[src/rtl/sprite_mask_pkg.sv]
// Shared constants and FSM state type for the sprite mask fetch arbiter.
package sprite_mask_pkg;

    localparam int unsigned ADDR_W  = 10;
    localparam int unsigned DATA_W  = 8;
    localparam int unsigned COL_W   = 5;
    localparam int unsigned ROW_W   = 5;
    localparam int unsigned ROW_LEN = 2 ** COL_W;

    typedef enum logic [1:0] {
        IDLE = 2'd0,
        ROW  = 2'd1,
        HOST = 2'd2
    } state_e;

endpackage

[src/rtl/sprite_mask_fetch_arbiter.sv]
// Shares one single-port sprite mask RAM between a row-burst renderer and a host port.
// Optional build macro SPRITE_MASK_MIRROR_EN adds row_mirror for horizontally flipped fetches.
module sprite_mask_fetch_arbiter
    import sprite_mask_pkg::*;
(
    input  logic              clk,
    input  logic              reset,
    input  logic              row_req,
    input  logic [ROW_W-1:0]  row_idx,
`ifdef SPRITE_MASK_MIRROR_EN
    input  logic              row_mirror,
`endif
    output logic              row_ack,
    output logic              pix_valid,
    output logic [DATA_W-1:0] pix_data,
    output logic [COL_W-1:0]  pix_col,
    output logic              row_done,
    input  logic              host_req,
    input  logic              host_we,
    input  logic [ADDR_W-1:0] host_addr,
    input  logic [DATA_W-1:0] host_wdata,
    output logic              host_gnt,
    output logic              host_rvalid,
    output logic [DATA_W-1:0] host_rdata,
    output logic [ADDR_W-1:0] mem_address,
    output logic              mem_chipselect,
    output logic              mem_write,
    output logic              mem_debugaccess,
    output logic [DATA_W-1:0] mem_writedata,
    output logic              mem_clken,
    input  logic [DATA_W-1:0] mem_readdata
);

    localparam logic [COL_W-1:0] COL_LAST = COL_W'(ROW_LEN - 1);

    state_e             state_q, state_d;
    logic [COL_W-1:0]   col_q, col_d;
    logic [ROW_W-1:0]   row_q, row_d;
    logic               mirror_q, mirror_d;
    logic               host_turn_q, host_turn_d;
    logic               mirror_in;

`ifdef SPRITE_MASK_MIRROR_EN
    assign mirror_in = row_mirror;
`else
    assign mirror_in = 1'b0;
`endif

    // State and sequencing registers; pixel/read-return outputs trail the RAM issue by one cycle.
    always_ff @(posedge clk) begin
        if (reset) begin
            state_q     <= IDLE;
            col_q       <= '0;
            row_q       <= '0;
            mirror_q    <= 1'b0;
            host_turn_q <= 1'b0;
            pix_valid   <= 1'b0;
            pix_col     <= '0;
            row_done    <= 1'b0;
            host_rvalid <= 1'b0;
        end else begin
            state_q     <= state_d;
            col_q       <= col_d;
            row_q       <= row_d;
            mirror_q    <= mirror_d;
            host_turn_q <= host_turn_d;
            pix_valid   <= (state_q == ROW);
            pix_col     <= col_q;
            row_done    <= (state_q == ROW) && (col_q == COL_LAST);
            host_rvalid <= host_gnt && !host_we;
        end
    end

    // Arbitration, next state and RAM port drive; all suppressed while reset is held.
    always_comb begin
        state_d         = state_q;
        col_d           = col_q;
        row_d           = row_q;
        mirror_d        = mirror_q;
        host_turn_d     = host_turn_q;
        row_ack         = 1'b0;
        host_gnt        = 1'b0;
        mem_address     = '0;
        mem_chipselect  = 1'b0;
        mem_write       = 1'b0;
        mem_debugaccess = 1'b0;
        mem_writedata   = '0;

        if (!reset) begin
            case (state_q)
                IDLE: begin
                    if (host_req && (!row_req || host_turn_q)) begin
                        host_gnt        = 1'b1;
                        mem_address     = host_addr;
                        mem_chipselect  = 1'b1;
                        mem_write       = host_we;
                        mem_debugaccess = host_we;
                        mem_writedata   = host_wdata;
                        host_turn_d     = 1'b0;
                        state_d         = HOST;
                    end else if (row_req) begin
                        row_ack  = 1'b1;
                        row_d    = row_idx;
                        mirror_d = mirror_in;
                        col_d    = '0;
                        state_d  = ROW;
                    end
                end
                ROW: begin
                    // Mirrored rows walk the RAM columns in reverse: 31-col is ~col at this width.
                    mem_address    = {row_q, col_q ^ {COL_W{mirror_q}}};
                    mem_chipselect = 1'b1;
                    col_d          = col_q + COL_W'(1);
                    if (col_q == COL_LAST) begin
                        state_d = IDLE;
                        if (host_req) begin
                            host_turn_d = 1'b1;
                        end
                    end
                end
                HOST: begin
                    state_d = IDLE;
                end
                default: begin
                    state_d = IDLE;
                end
            endcase
        end
    end

    assign pix_data   = pix_valid ? mem_readdata : '0;
    assign host_rdata = host_rvalid ? mem_readdata : '0;
    assign mem_clken  = 1'b1;

endmodule
[config.mk]
export PLATFORM = sky130hd
export DESIGN_NAME = sprite_mask_fetch_arbiter
export DESIGN_NICKNAME = d
export VERILOG_FILES = /design/src/rtl/sprite_mask_pkg.sv /design/src/rtl/sprite_mask_fetch_arbiter.sv
export SDC_FILE = /design/constraint.sdc
export NUM_CORES = 1
export LEC_CHECK = 0
export BUFFER_PORTS_ARGS = -buffer_cell sky130_fd_sc_hd__buf_2
export CAP_MARGIN = 25
export CORE_MARGIN = 4
export CORE_UTILIZATION = 30
export CTS_CLUSTER_DIAMETER = 60
export CTS_CLUSTER_SIZE = 25
export DETAILED_ROUTE_END_ITERATION = 10
export PLACE_DENSITY = 0.63
export SETUP_SLACK_MARGIN = 0.2
export SLEW_MARGIN = 20
export SYNTH_ARGS = -nofsm -noshare
export SYNTH_HDL_FRONTEND = slang
export SYNTH_SLANG_ARGS = --single-unit
[constraint.sdc]
create_clock -name clk -period 1.3 [get_ports clk]
set_clock_uncertainty 0.05 [all_clocks]
set_input_delay 0.065 -clock clk [delete_from_list [all_inputs] [get_ports clk]]
set_output_delay 0.065 -clock clk [all_outputs]
set_load 0.005 [all_outputs]
==> results.md <==
| Result | Reported | Unit |
|---|---|---|
| Outcome | complete, but fails checks | - |
| Violations in the final reports | negative setup slack | - |
| Primary flip-flop cell chosen by synthesis mapping | sky130_fd_sc_hd__dfxtp_1 | - |
| Top Ports | 84 | - |
| First-pass GRT wire length | 5582 | um |
| Total core area | 3716 | um2 |
| Hold Fails Final Rpt | 0 | - |
| Finished Layout Cells | 281 | - |
| Worst EP required | 1.19 | ns |
| Post-CTS clock slew at the launch and capture registers of the worst setup and hold paths | 0.08 | ns |
| Gr ovfl total | 0 | - |
| FF-to-FF path depth | 4 | - |
| CTS tree | built | - |
| Top library cells by usage in the layout, fill and taps aside | sky130_fd_sc_hd__buf_2, sky130_fd_sc_hd__and2_1, sky130_fd_sc_hd__buf_4, sky130_fd_sc_hd__dfxtp_1, sky130_fd_sc_hd__a22o_1 | - |
| Final worst setup slack | -0.2538 | ns |
| # clock sinks | 21 | - |
| Flip-flop and latch count after synthesis | 21 | - |
| Post-synthesis instance total | 124 | - |
| Launching element of the worst setup path | state_q[0]$_SDFFE_PP0P_ | - |
| Starting Density | 31.65 | % |
| Drt pass-1 iters | 3 | - |
| Source of the worst hold timing path | reset | - |
| Detail Route Antenna Nets | 0 | - |
| Cell area after synthesis | 1176 | um2 |
| Setup TNS Final | -4.966 | ns |
| # rows | 22 | - |
| Area growth from synthesis to layout | 73.19 | % |
| Data arrival time of the worst path | 1.44 | ns |
| Reg2reg end | col_q[3]$_SDFFE_PP0P_ | - |
| Clock buffer count from CTS | 3 | - |
| Number of distinct library cell variants in the gate-level netlist after synthesis | 33 | - |
| Clock insertion delay at the later pin of the skew report | 0.26 | ns |
| Total routing resource utilization after global routing | 13.69 | % |
| Proportion of layout cells with a drive suffix above 1 | 60.94 | % |
| Number of enable flip-flop cells after synthesis | 0 | - |
| Crit path capture type | primary output | - |
| Max Buffers Root-to-Sink | 2 | - |
| Total DRC errors in the routed layout | 0 | - |
| Fill cells | 352 | - |
| Maximum number of pins on one net before global-route repair | 17 | - |
| Horiz. Die Dim | 70.62 | um |
| Total count of max-transition violations in the final report | 0 | - |
| Routed WL per cell | 12.20 | um |
| Hold Path Stages | 2 | - |
| # H-tree levels | 1 | - |
| Most frequent standard cell in the layout excluding fill and tap cells | sky130_fd_sc_hd__buf_2 | - |
| Routability cong. | 0.7955 | - |
| Kind of launch point of the worst setup path | flip-flop | - |
| RR Startpoint | state_q[1]$_SDFFE_PP0P_ | - |
| Final cycle utilization of the critical path | 119.5 | % |
| Peak fanout along the critical path | 12 | - |
| Buffer cell driving the clock tree root | sky130_fd_sc_hd__clkbuf_8 | - |
| Worst Hold End | pix_col[4]$_SDFF_PP0_ | - |
| Leakage power summed over all cells | 1.076 | nW |
| DRT iter0 DRCs | 29 | - |
| Vias | 1230 | - |
| Type of the setup path with the least slack | flip-flop to primary output | - |
| Placed cell count | 261 | - |
| Total setup violations reported at the end of the flow | 24 | - |
| Height of the chip | 70.62 | um |
| Footprint of the flip-flops and latches | 434.2 | um2 |
| Maximum VDD drop | 0.3028 | mV |
| Number of antenna cells inserted | 0 | - |
| # nets final | 272 | - |
| Total half-perimeter wirelength after legalization and detailed placement | 2559 | um |
| Mean cell area of the mapped netlist | 9.485 | um2 |
| Fmax achieved | 0.6436 | GHz |
| RSZ-0062 raised after global routing | yes | - |
| Net count of the mapped netlist | 162 | - |
| Max_cap viols | 0 | - |
| Ys Warns | 0 | - |
| Sum of routed wire length over all layers | 3427 | um |
| Post-synthesis async set-or-reset flop share | 0 | % |
| Number of vias per cell | 4.377 | - |
| Final Critical Period | 1.554 | ns |
| Sequential element share of the synthesized area | 35.74 | % |
| Cell area power density | 708.3 | nW/um2 |
| Via count of the first global-routing pass | 1190 | - |
| Area used by multi-input combinational logic | 777.0 | um2 |
| Count of input and output buffers | 82 | - |
| Reg-to-reg setup timing slack | -0.03 | ns |
| Min-delay worst type | input port to flip-flop | - |
| Initial antenna violation count | 0 | - |
| Die Footprint | 4986 | um2 |
==> sequential cells by signal (all words and copies together) (netlist names) <==
name,cells
col_q,5
pix_col,5
row_q,5
state_q,2
host_rvalid,1
host_turn_q,1
pix_valid,1
row_done,1
==> power breakdown <==
| part | internal (W) | switching, W |
|---|---|---|
| combinational | 0.000197 | 0.000134 |
| sequential | 0.000664 | 0.0000192 |
| clock | 0.000213 | 0.000215 |
==> cell type report <==
| type | count | area share (%) |
|---|---|---|
| clock buffer | 3 | 2.027 |
| clock inverter | 1 | 0.2457 |
| inverter | 2 | 0.3686 |
| multi-input combinational | 92 | 38.15 |
| sequential | 21 | 21.31 |
| tap | 48 | 2.948 |
| timing repair buffer | 114 | 34.95 |
==> cell usage after synthesis, types with 2 or more instances <==
| master | number | area share, % |
|---|---|---|
| sky130_fd_sc_hd__a21oi_1 | 2 | 0.85 |
| sky130_fd_sc_hd__a22o_1 | 12 | 8.9 |
| sky130_fd_sc_hd__and2_1 | 27 | 14 |
| sky130_fd_sc_hd__and3_1 | 2 | 1.1 |
| sky130_fd_sc_hd__buf_4 | 3 | 1.9 |
| sky130_fd_sc_hd__buf_6 | 4 | 3.8 |
| sky130_fd_sc_hd__clkbuf_1 | 2 | 0.64 |
| sky130_fd_sc_hd__dfxtp_1 | 21 | 36 |
| sky130_fd_sc_hd__ha_1 | 2 | 2.1 |
| sky130_fd_sc_hd__inv_1 | 2 | 0.64 |
| sky130_fd_sc_hd__mux2_2 | 2 | 1.9 |
| sky130_fd_sc_hd__mux2i_1 | 5 | 4.3 |
| sky130_fd_sc_hd__nand2_1 | 10 | 3.2 |
| sky130_fd_sc_hd__nand2b_1 | 3 | 1.6 |
| sky130_fd_sc_hd__nor2b_1 | 6 | 3.2 |
| sky130_fd_sc_hd__nor3_1 | 3 | 1.3 |
| sky130_fd_sc_hd__nor3b_1 | 2 | 1.3 |
==> worst max-delay path, stage by stage (launching register included) <==
cell,delay (ns)
sky130_fd_sc_hd__dfxtp_2,0.34
sky130_fd_sc_hd__nand2b_4,0.15
sky130_fd_sc_hd__nor4b_4,0.27
sky130_fd_sc_hd__buf_6,0.18
sky130_fd_sc_hd__and2_4,0.15
sky130_fd_sc_hd__buf_2,0.10
==> what timing repair did <==
action                                  4_1_cts  5_1_grt
pin swaps                                    13        8
endpoints found under the setup margin       37       53
hold endpoints to repair                      5        0
gates resized for setup                      22        7
buffers inserted                              8        3
hold buffers                                  5        0
==> kinds of logic after synthesis <==
family	after synthesis	synth area share [%]
AND/OR/NAND/NOR	62	34.79
buffers and inverters	11	7.021
flip-flops	21	35.74
AO/OA/AOI/OAI	20	13.83
adder cells (fa/ha/maj)	2	2.127
multiplexers	7	6.170
other	1	0.3188
==> routing by layer <==
metal,GRT usage (%),vias up,routed length [um]
met1,15.52,535,1394
met4,3.967,0,21
met5,0,-,0
met3,2.699,2,267
li1,-,644,-
met2,25.78,49,1743
==> through the flow <==
stage                     worst slack, ns  util (%)  area [um2]  hold slack, ns  total power, W
final                             -0.2538     54.81        2037         0.03365        0.001443
after global routing              -0.3473     54.81        2037         0.03553        0.001528
after detailed placement        -0.004131     46.90        1743          0.2767       0.0009700
after global placement           0.004178     46.90        1743          0.2690       0.0009674
after floorplan                  -0.04954         -        1219         0.08661       0.0008337
after CTS                         -0.2536     53.43        1986         0.02897        0.001450
==> worst max path at each step <==
stage                     slack [ns]  cells past startpoint                 endpoint
final                          -0.25                      5          mem_debugaccess
after global routing           -0.35                      5           mem_address[7]
after CTS                      -0.25                      5           mem_address[7]
after detailed placement      -0.004                      5  state_q[0]$_SDFFE_PP0P_
after global placement         0.004                      5  state_q[0]$_SDFFE_PP0P_
after floorplan                -0.05                      6                mem_write
Note: power is estimated with default switching activity, not from simulation.
